--- src/rtl/arb_grant_servicer.sv ---
// Services one arbiter grant at a time: latches the granted channel, streams its beats
// onto a valid/ready channel, pops the source per beat and acks the arbiter once.
// Optional stall timeout enabled by defining ARB_SVC_TIMEOUT_EN.
module arb_grant_servicer #(
  parameter int unsigned WIDTH          = 4,
  parameter int unsigned DATA_W         = 8,
  parameter int unsigned LEN_W          = 4,
  parameter int unsigned CHAN_W         = 2,
  parameter int unsigned TIMEOUT_CYCLES = 16
) (
  input  logic                    clk,
  input  logic                    resetb,
  input  logic [WIDTH-1:0]        grant,
  output logic                    ack,
  input  logic [WIDTH*DATA_W-1:0] req_data,
  input  logic [WIDTH*LEN_W-1:0]  req_len,
  output logic [WIDTH-1:0]        src_pop,
  output logic                    out_valid,
  input  logic                    out_ready,
  output logic [DATA_W-1:0]       out_data,
  output logic [CHAN_W-1:0]       out_chan,
  output logic                    out_last,
  output logic                    busy,
  output logic                    err_grant,
  output logic                    err_timeout
);

  typedef enum logic [1:0] {
    IDLE = 2'd0,
    XFER = 2'd1,
    DONE = 2'd2,
    GAP  = 2'd3
  } state_t;

  state_t            state_q, state_d;
  logic [CHAN_W-1:0] chan_q;
  logic [CHAN_W-1:0] grant_idx;
  logic [LEN_W-1:0]  len_q;
  logic [LEN_W-1:0]  cnt_q;
  logic [LEN_W-1:0]  grant_len;
  logic [DATA_W-1:0] sel_data;
  logic              err_grant_q;
  logic              grant_multi;
  logic              grant_onehot;
  logic              last_beat;
  logic              beat_acc;
  logic              timeout_hit;

  // One-hot grant to channel index and that channel's beat count
  always_comb begin
    grant_idx = '0;
    grant_len = '0;
    for (int unsigned i = 0; i < WIDTH; i++) begin
      if (grant[i]) begin
        grant_idx = CHAN_W'(i);
        grant_len = req_len[i*LEN_W +: LEN_W];
      end
    end
  end

  assign grant_multi  = (grant & (grant - WIDTH'(1))) != '0;
  assign grant_onehot = (grant != '0) && !grant_multi;

  // Head-of-queue data of the latched channel
  always_comb begin
    sel_data = '0;
    for (int unsigned i = 0; i < WIDTH; i++) begin
      if (chan_q == CHAN_W'(i)) sel_data = req_data[i*DATA_W +: DATA_W];
    end
  end

  assign last_beat = (cnt_q == (len_q - LEN_W'(1)));
  assign out_chan  = chan_q;
  assign err_grant = err_grant_q;

  always_ff @(posedge clk or negedge resetb) begin
    if (!resetb) state_q <= IDLE;
    else         state_q <= state_d;
  end

  always_comb begin
    state_d   = state_q;
    ack       = 1'b0;
    busy      = 1'b0;
    out_valid = 1'b0;
    out_last  = 1'b0;
    out_data  = '0;
    src_pop   = '0;
    beat_acc  = 1'b0;
    case (state_q)
      IDLE: begin
        if (grant_onehot) state_d = (grant_len == '0) ? DONE : XFER;
      end
      XFER: begin
        busy      = 1'b1;
        out_valid = 1'b1;
        out_data  = sel_data;
        out_last  = last_beat;
        if (out_ready) begin
          beat_acc        = 1'b1;
          src_pop[chan_q] = 1'b1;
          if (last_beat) state_d = DONE;
        end else if (timeout_hit) begin
          state_d = DONE;
        end
      end
      DONE: begin
        busy    = 1'b1;
        ack     = 1'b1;
        state_d = GAP;
      end
      GAP: begin
        busy    = 1'b1;
        state_d = IDLE;
      end
      default: state_d = IDLE;
    endcase
  end

  // Service context: latched channel, length and beat counter
  always_ff @(posedge clk or negedge resetb) begin
    if (!resetb) begin
      chan_q      <= '0;
      len_q       <= '0;
      cnt_q       <= '0;
      err_grant_q <= 1'b0;
    end else if (state_q == IDLE) begin
      if (grant_onehot) begin
        chan_q <= grant_idx;
        len_q  <= grant_len;
        cnt_q  <= '0;
      end
      if (grant_multi) err_grant_q <= 1'b1;
    end else if (beat_acc) begin
      cnt_q <= cnt_q + LEN_W'(1);
    end
  end

`ifdef ARB_SVC_TIMEOUT_EN
  localparam int unsigned STALL_W = $clog2(TIMEOUT_CYCLES + 1);

  logic [STALL_W-1:0] stall_q;
  logic               err_timeout_q;

  // Hit on the stall cycle that would bring the count to the limit
  assign timeout_hit = (state_q == XFER) && !out_ready &&
                       (stall_q == STALL_W'(TIMEOUT_CYCLES - 1));
  assign err_timeout = err_timeout_q;

  always_ff @(posedge clk or negedge resetb) begin
    if (!resetb) begin
      stall_q       <= '0;
      err_timeout_q <= 1'b0;
    end else begin
      if (state_q == XFER && !out_ready) stall_q <= stall_q + STALL_W'(1);
      else                               stall_q <= '0;
      if (timeout_hit) err_timeout_q <= 1'b1;
    end
  end
`else
  logic unused_timeout;

  assign unused_timeout = ^(32'(TIMEOUT_CYCLES));
  assign timeout_hit    = 1'b0;
  assign err_timeout    = 1'b0;
`endif

endmodule

--- config.mk ---
export PLATFORM = sky130hd
export DESIGN_NAME = arb_grant_servicer
export DESIGN_NICKNAME = d
export VERILOG_FILES = /design/src/rtl/arb_grant_servicer.sv
export SDC_FILE = /design/constraint.sdc
export NUM_CORES = 1
export LEC_CHECK = 0
export BUFFER_PORTS_ARGS = -buffer_cell sky130_fd_sc_hd__buf_2
export CORE_MARGIN = 1
export CORE_UTILIZATION = 30
export CTS_CLUSTER_DIAMETER = 80
export CTS_CLUSTER_SIZE = 25
export DETAILED_ROUTE_END_ITERATION = 7
export PLACE_DENSITY = 0.6
export SLEW_MARGIN = 10
export SYNTH_ARGS = -nofsm -noshare
export SYNTH_HDL_FRONTEND = slang
export SYNTH_SLANG_ARGS = --single-unit
--- constraint.sdc ---
create_clock -name clk -period 2.15 [get_ports clk]
set_input_delay 0.3225 -clock clk [delete_from_list [all_inputs] [get_ports clk]]
set_output_delay 0.3225 -clock clk [all_outputs]
set_load 0.05 [all_outputs]
==> out/qor.tcl <==
set qor(run_status) {completed}
set qor(post_cts_buffers) 0
set qor(finalWirelength_mm) 3.38
set qor(yosysMostFrequentCell) {sky130_fd_sc_hd__dfrtp_1}
set qor(cp_data_arrival_time_ns) 1.70
set qor(synth_top_cells_by_area) {sky130_fd_sc_hd__dfrtp_1, sky130_fd_sc_hd__mux4_2, sky130_fd_sc_hd__ha_1}
set qor(vdd_drop_max_v) 0.000370
set qor(tightest_slew_ns) 0.503
set qor(crit_fanout) 4
set qor(mappedNetlistArea_mm2) 0.00131
set qor(routed-via-count) 1282
set qor(placedInstanceArea_mm2) 0.00173
set qor(fraction_of_the_mapped_netlist_area_in_compound_gates_pct) 13.6
set qor(boundaryPins) 75
set qor(die_w_um) 68.0
set qor(globalRouteMet3Util_pct) 2.50
set qor(tritoncts_clock_tree) {yes}
set qor(grt_start_max_net_pins) 18
set qor(ys.warnings.count) 0
set qor(grt_pass1_vias) 1327
set qor(min_path_type) {in2reg}
set qor(lkg_pwr_nw) 0.875
set qor(met1_usage_pct) 17.7
set qor(wl_per_cell_um) 13.1
set qor(sequential_cell_area_um2) 329
set qor(setup_crit_path_kind) {reg2out}
set qor(main_combinational_cell_family_by_area_after_synthesis) {simple AND/OR/NAND/NOR gates}
set qor(synth_top_area_share_pct) 24.9
set qor(placeableCoreArea_mm2) 0.00409
set qor(timing.final.setup_violations) 0
set qor(drt-initial-drc-count) 25
set qor(rsz0062_at_grt) {no}
set qor(report.final.slew_viol_count) 0
set qor(timing.critical_path.from) {len_q[0]}
set qor(clk_root_buffer_cell) {sky130_fd_sc_hd__clkbuf_8}
set qor(fill_cells) 416
set qor(post_synthesis_cell_type_count) 41
set qor(synthArstFlopShare_pct) 100
set qor(grtUsageMet2_pct) 29.3
set qor(htree_levels) 1
set qor(hold_violations) 0
set qor(drcViolationCount) 0
set qor(grt.busiest_layer) {met2}
set qor(worst_setup_hold_path_clk_slew_ns) 0.06
set qor(finalWorstPathRequiredPeriod_ns) 2.02
set qor(insertedDiodeCount) 0
set qor(first_pass_grt_wire_length_mm) 5.47
set qor(worst_reg2reg_path_startpoint) {len_q[0]}
set qor(arithmetic_cell_share_of_the_synthesized_area_counting_full_adders_half_adders_and_majority_gates_pct) 5.75
set qor(synth_enable_flop_cells) 0
set qor(hpwl_mm) 2.79
set qor(number_of_register_bits_inferred_by_synthesis) 13
set qor(initial_core_util_pct) 32.0
set qor(layout-area-overhead-vs-synth_pct) 37.3
set qor(overflow) 0
set qor(layout.nets) 269
set qor(design_area_mm2) 0.00179
set qor(syn-num-nets) 195
set qor(all_layer_gr_usage_pct) 15.5
set qor(post_route_cells_drive_above_1_share_pct) 47.8
set qor(muxShareOfSynthArea_pct) 17.9
set qor(drt_first_pass_iters) 4
set qor(worst_skew_pair.late_latency_ns) 0.24
set qor(floorplan.die.height_um) 68.0
set qor(pre_cts_ws_ns) 0.275
set qor(timing.fmax_mhz) 495
set qor(timing.max_cap.violations) 0
set qor(placement.io_buffers) 73
set qor(hp-start) {req_len[15]}
set qor(pwr_density_cell_mw_per_mm2) 1170
set qor(final.period_utilization_pct) 94.0
set qor(endpoint_kind) {primary output}
set qor(via_per_inst) 4.99
set qor(syn-instance-count) 134
set qor(placement_rows) 23
set qor(cp.required_ns) 1.83
set qor(synth_simple_gate_area_share_pct) 23.9
set qor(cts-root-to-sink-buffers) 2
set qor(yosys.area.top_type) {sky130_fd_sc_hd__dfrtp_1}
set qor(final.setup.tns_ns) 0
set qor(finalNonFillerCells) 257
set qor(postLayoutSetupSlackWorst_ns) 0.129
set qor(crit_path_start_kind) {register}
set qor(gp_congestion) 0.734
set qor(sequential_fraction_of_the_synthesis_area_pct) 24.9
set qor(timing.max_slew.rel_slack_pct) 66.5
set qor(total_power_mw) 2.11
set qor(dp.cells) 252
set qor(clock_skew_ns) 0.00242
set qor(syn_avg_cell_area_um2) 9.75
set qor(grt_antenna_before_repair) 0
set qor(cts-buffers-inserted) 3
set qor(synthXorXnorAreaFrac_pct) 6.42
set qor(synth.cells.most_frequent) {sky130_fd_sc_hd__dfrtp_1, sky130_fd_sc_hd__nand2_1, sky130_fd_sc_hd__and2_1, sky130_fd_sc_hd__inv_1, sky130_fd_sc_hd__mux4_2}
set qor(multi_input_combinational_cell_area_um2) 915
set qor(clock_sinks) 13
set qor(drtAntennaViolNets) 0
set qor(ys_dominant_reg_cell) {sky130_fd_sc_hd__dfrtp_1}
set qor(floorplan.die_area_mm2) 0.00462
==> worst max-delay path, cell delays in order, from the launching register on <==
cell	delay, ns
sky130_fd_sc_hd__dfrtp_1	0.40
sky130_fd_sc_hd__inv_1	0.06
sky130_fd_sc_hd__ha_1	0.19
sky130_fd_sc_hd__xnor3_1	0.38
sky130_fd_sc_hd__nand2_1	0.09
sky130_fd_sc_hd__nor3_4	0.11
sky130_fd_sc_hd__buf_4	0.22
==> where the power goes <==
part           switching, mW  total [mW]  internal (mW)
Combinational          0.783        1.36          0.572
Sequential             0.177       0.529          0.352
Clock                 0.0897       0.221          0.131
==> sequential cells by signal (all words and copies together) (netlist names) <==
| register | count |
|---|---|
| cnt_q | 4 |
| err_grant | 1 |
| len_q | 4 |
| out_chan | 2 |
| state_q | 2 |
==> cells by family after synthesis <==
| logic type | after synthesis |
|---|---|
| AO/OA/AOI/OAI | 24 |
| AND/OR/NAND/NOR | 51 |
| flip-flops | 13 |
| adder cells (fa/ha/maj) | 6 |
| other | 1 |
| XOR/XNOR | 8 |
| buffers and inverters | 18 |
| multiplexers | 13 |
==> cell usage in the layout (no fill, tap or decap), types with 2 or more instances in the layout <==
cell | synthesis | final
sky130_fd_sc_hd__a21oi_1 | 6 | 6
sky130_fd_sc_hd__a32oi_1 | 3 | 3
sky130_fd_sc_hd__and2_1 | 9 | 9
sky130_fd_sc_hd__buf_2 | 1 | 72
sky130_fd_sc_hd__buf_4 | 1 | 5
sky130_fd_sc_hd__clkbuf_8 | 0 | 3
sky130_fd_sc_hd__dfrtp_1 | 13 | 12
sky130_fd_sc_hd__ha_1 | 6 | 5
sky130_fd_sc_hd__inv_1 | 9 | 9
sky130_fd_sc_hd__mux2_1 | 3 | 3
sky130_fd_sc_hd__mux2i_1 | 2 | 2
sky130_fd_sc_hd__mux4_2 | 8 | 8
sky130_fd_sc_hd__nand2_1 | 12 | 12
sky130_fd_sc_hd__nand3_1 | 4 | 4
sky130_fd_sc_hd__nand3b_1 | 4 | 4
sky130_fd_sc_hd__nor2_1 | 4 | 4
sky130_fd_sc_hd__nor3_1 | 4 | 2
sky130_fd_sc_hd__nor3b_2 | 0 | 2
sky130_fd_sc_hd__o21ai_1 | 7 | 7
sky130_fd_sc_hd__or4bb_1 | 4 | 4
sky130_fd_sc_hd__xnor2_1 | 4 | 4
sky130_fd_sc_hd__xor2_1 | 3 | 3
==> final cells by class <==
type	instances	share of cell area, %
tap	50	3.49
multi-input combinational	103	51.0
inverter	9	1.88
sequential	13	18.4
clock buffer	4	2.51
timing repair buffer	78	22.7
==> layer usage <==
metal,up-vias,routed length [um]
met2,70,1600
met5,-,0
met3,2,365
met4,0,16
met1,578,1390
li1,632,-
==> final timing paths <==
kind | endpoint | slack [ns] | depth (start not counted)
min in group asynchronous | len_q[0] | 0.51 | 2
hold reg to reg | err_grant | 0.47 | 1
setup / recovery | out_last | 0.13 | 6
setup reg to reg | state_q[0] | 0.25 | 7
hold / removal | len_q[3] | 0.38 | 3
max in group asynchronous | out_chan[0] | 1.38 | 2
==> through the flow <==
step | utilization (%) | hold WS (ns)
floorplan | - | 0.0269
global placement | 42.3 | 0.237
detailed placement | 42.3 | 0.235
CTS | 43.7 | 0.384
global route | 43.9 | 0.434
finish | 43.9 | 0.382
==> repair_timing <==
item                                    CTS  global route
endpoints found under the setup margin    0            10
gates resized for setup                   0             4
hold endpoints to repair                 13             0
hold buffers                              1             0
(Power assumes the default switching activity.)
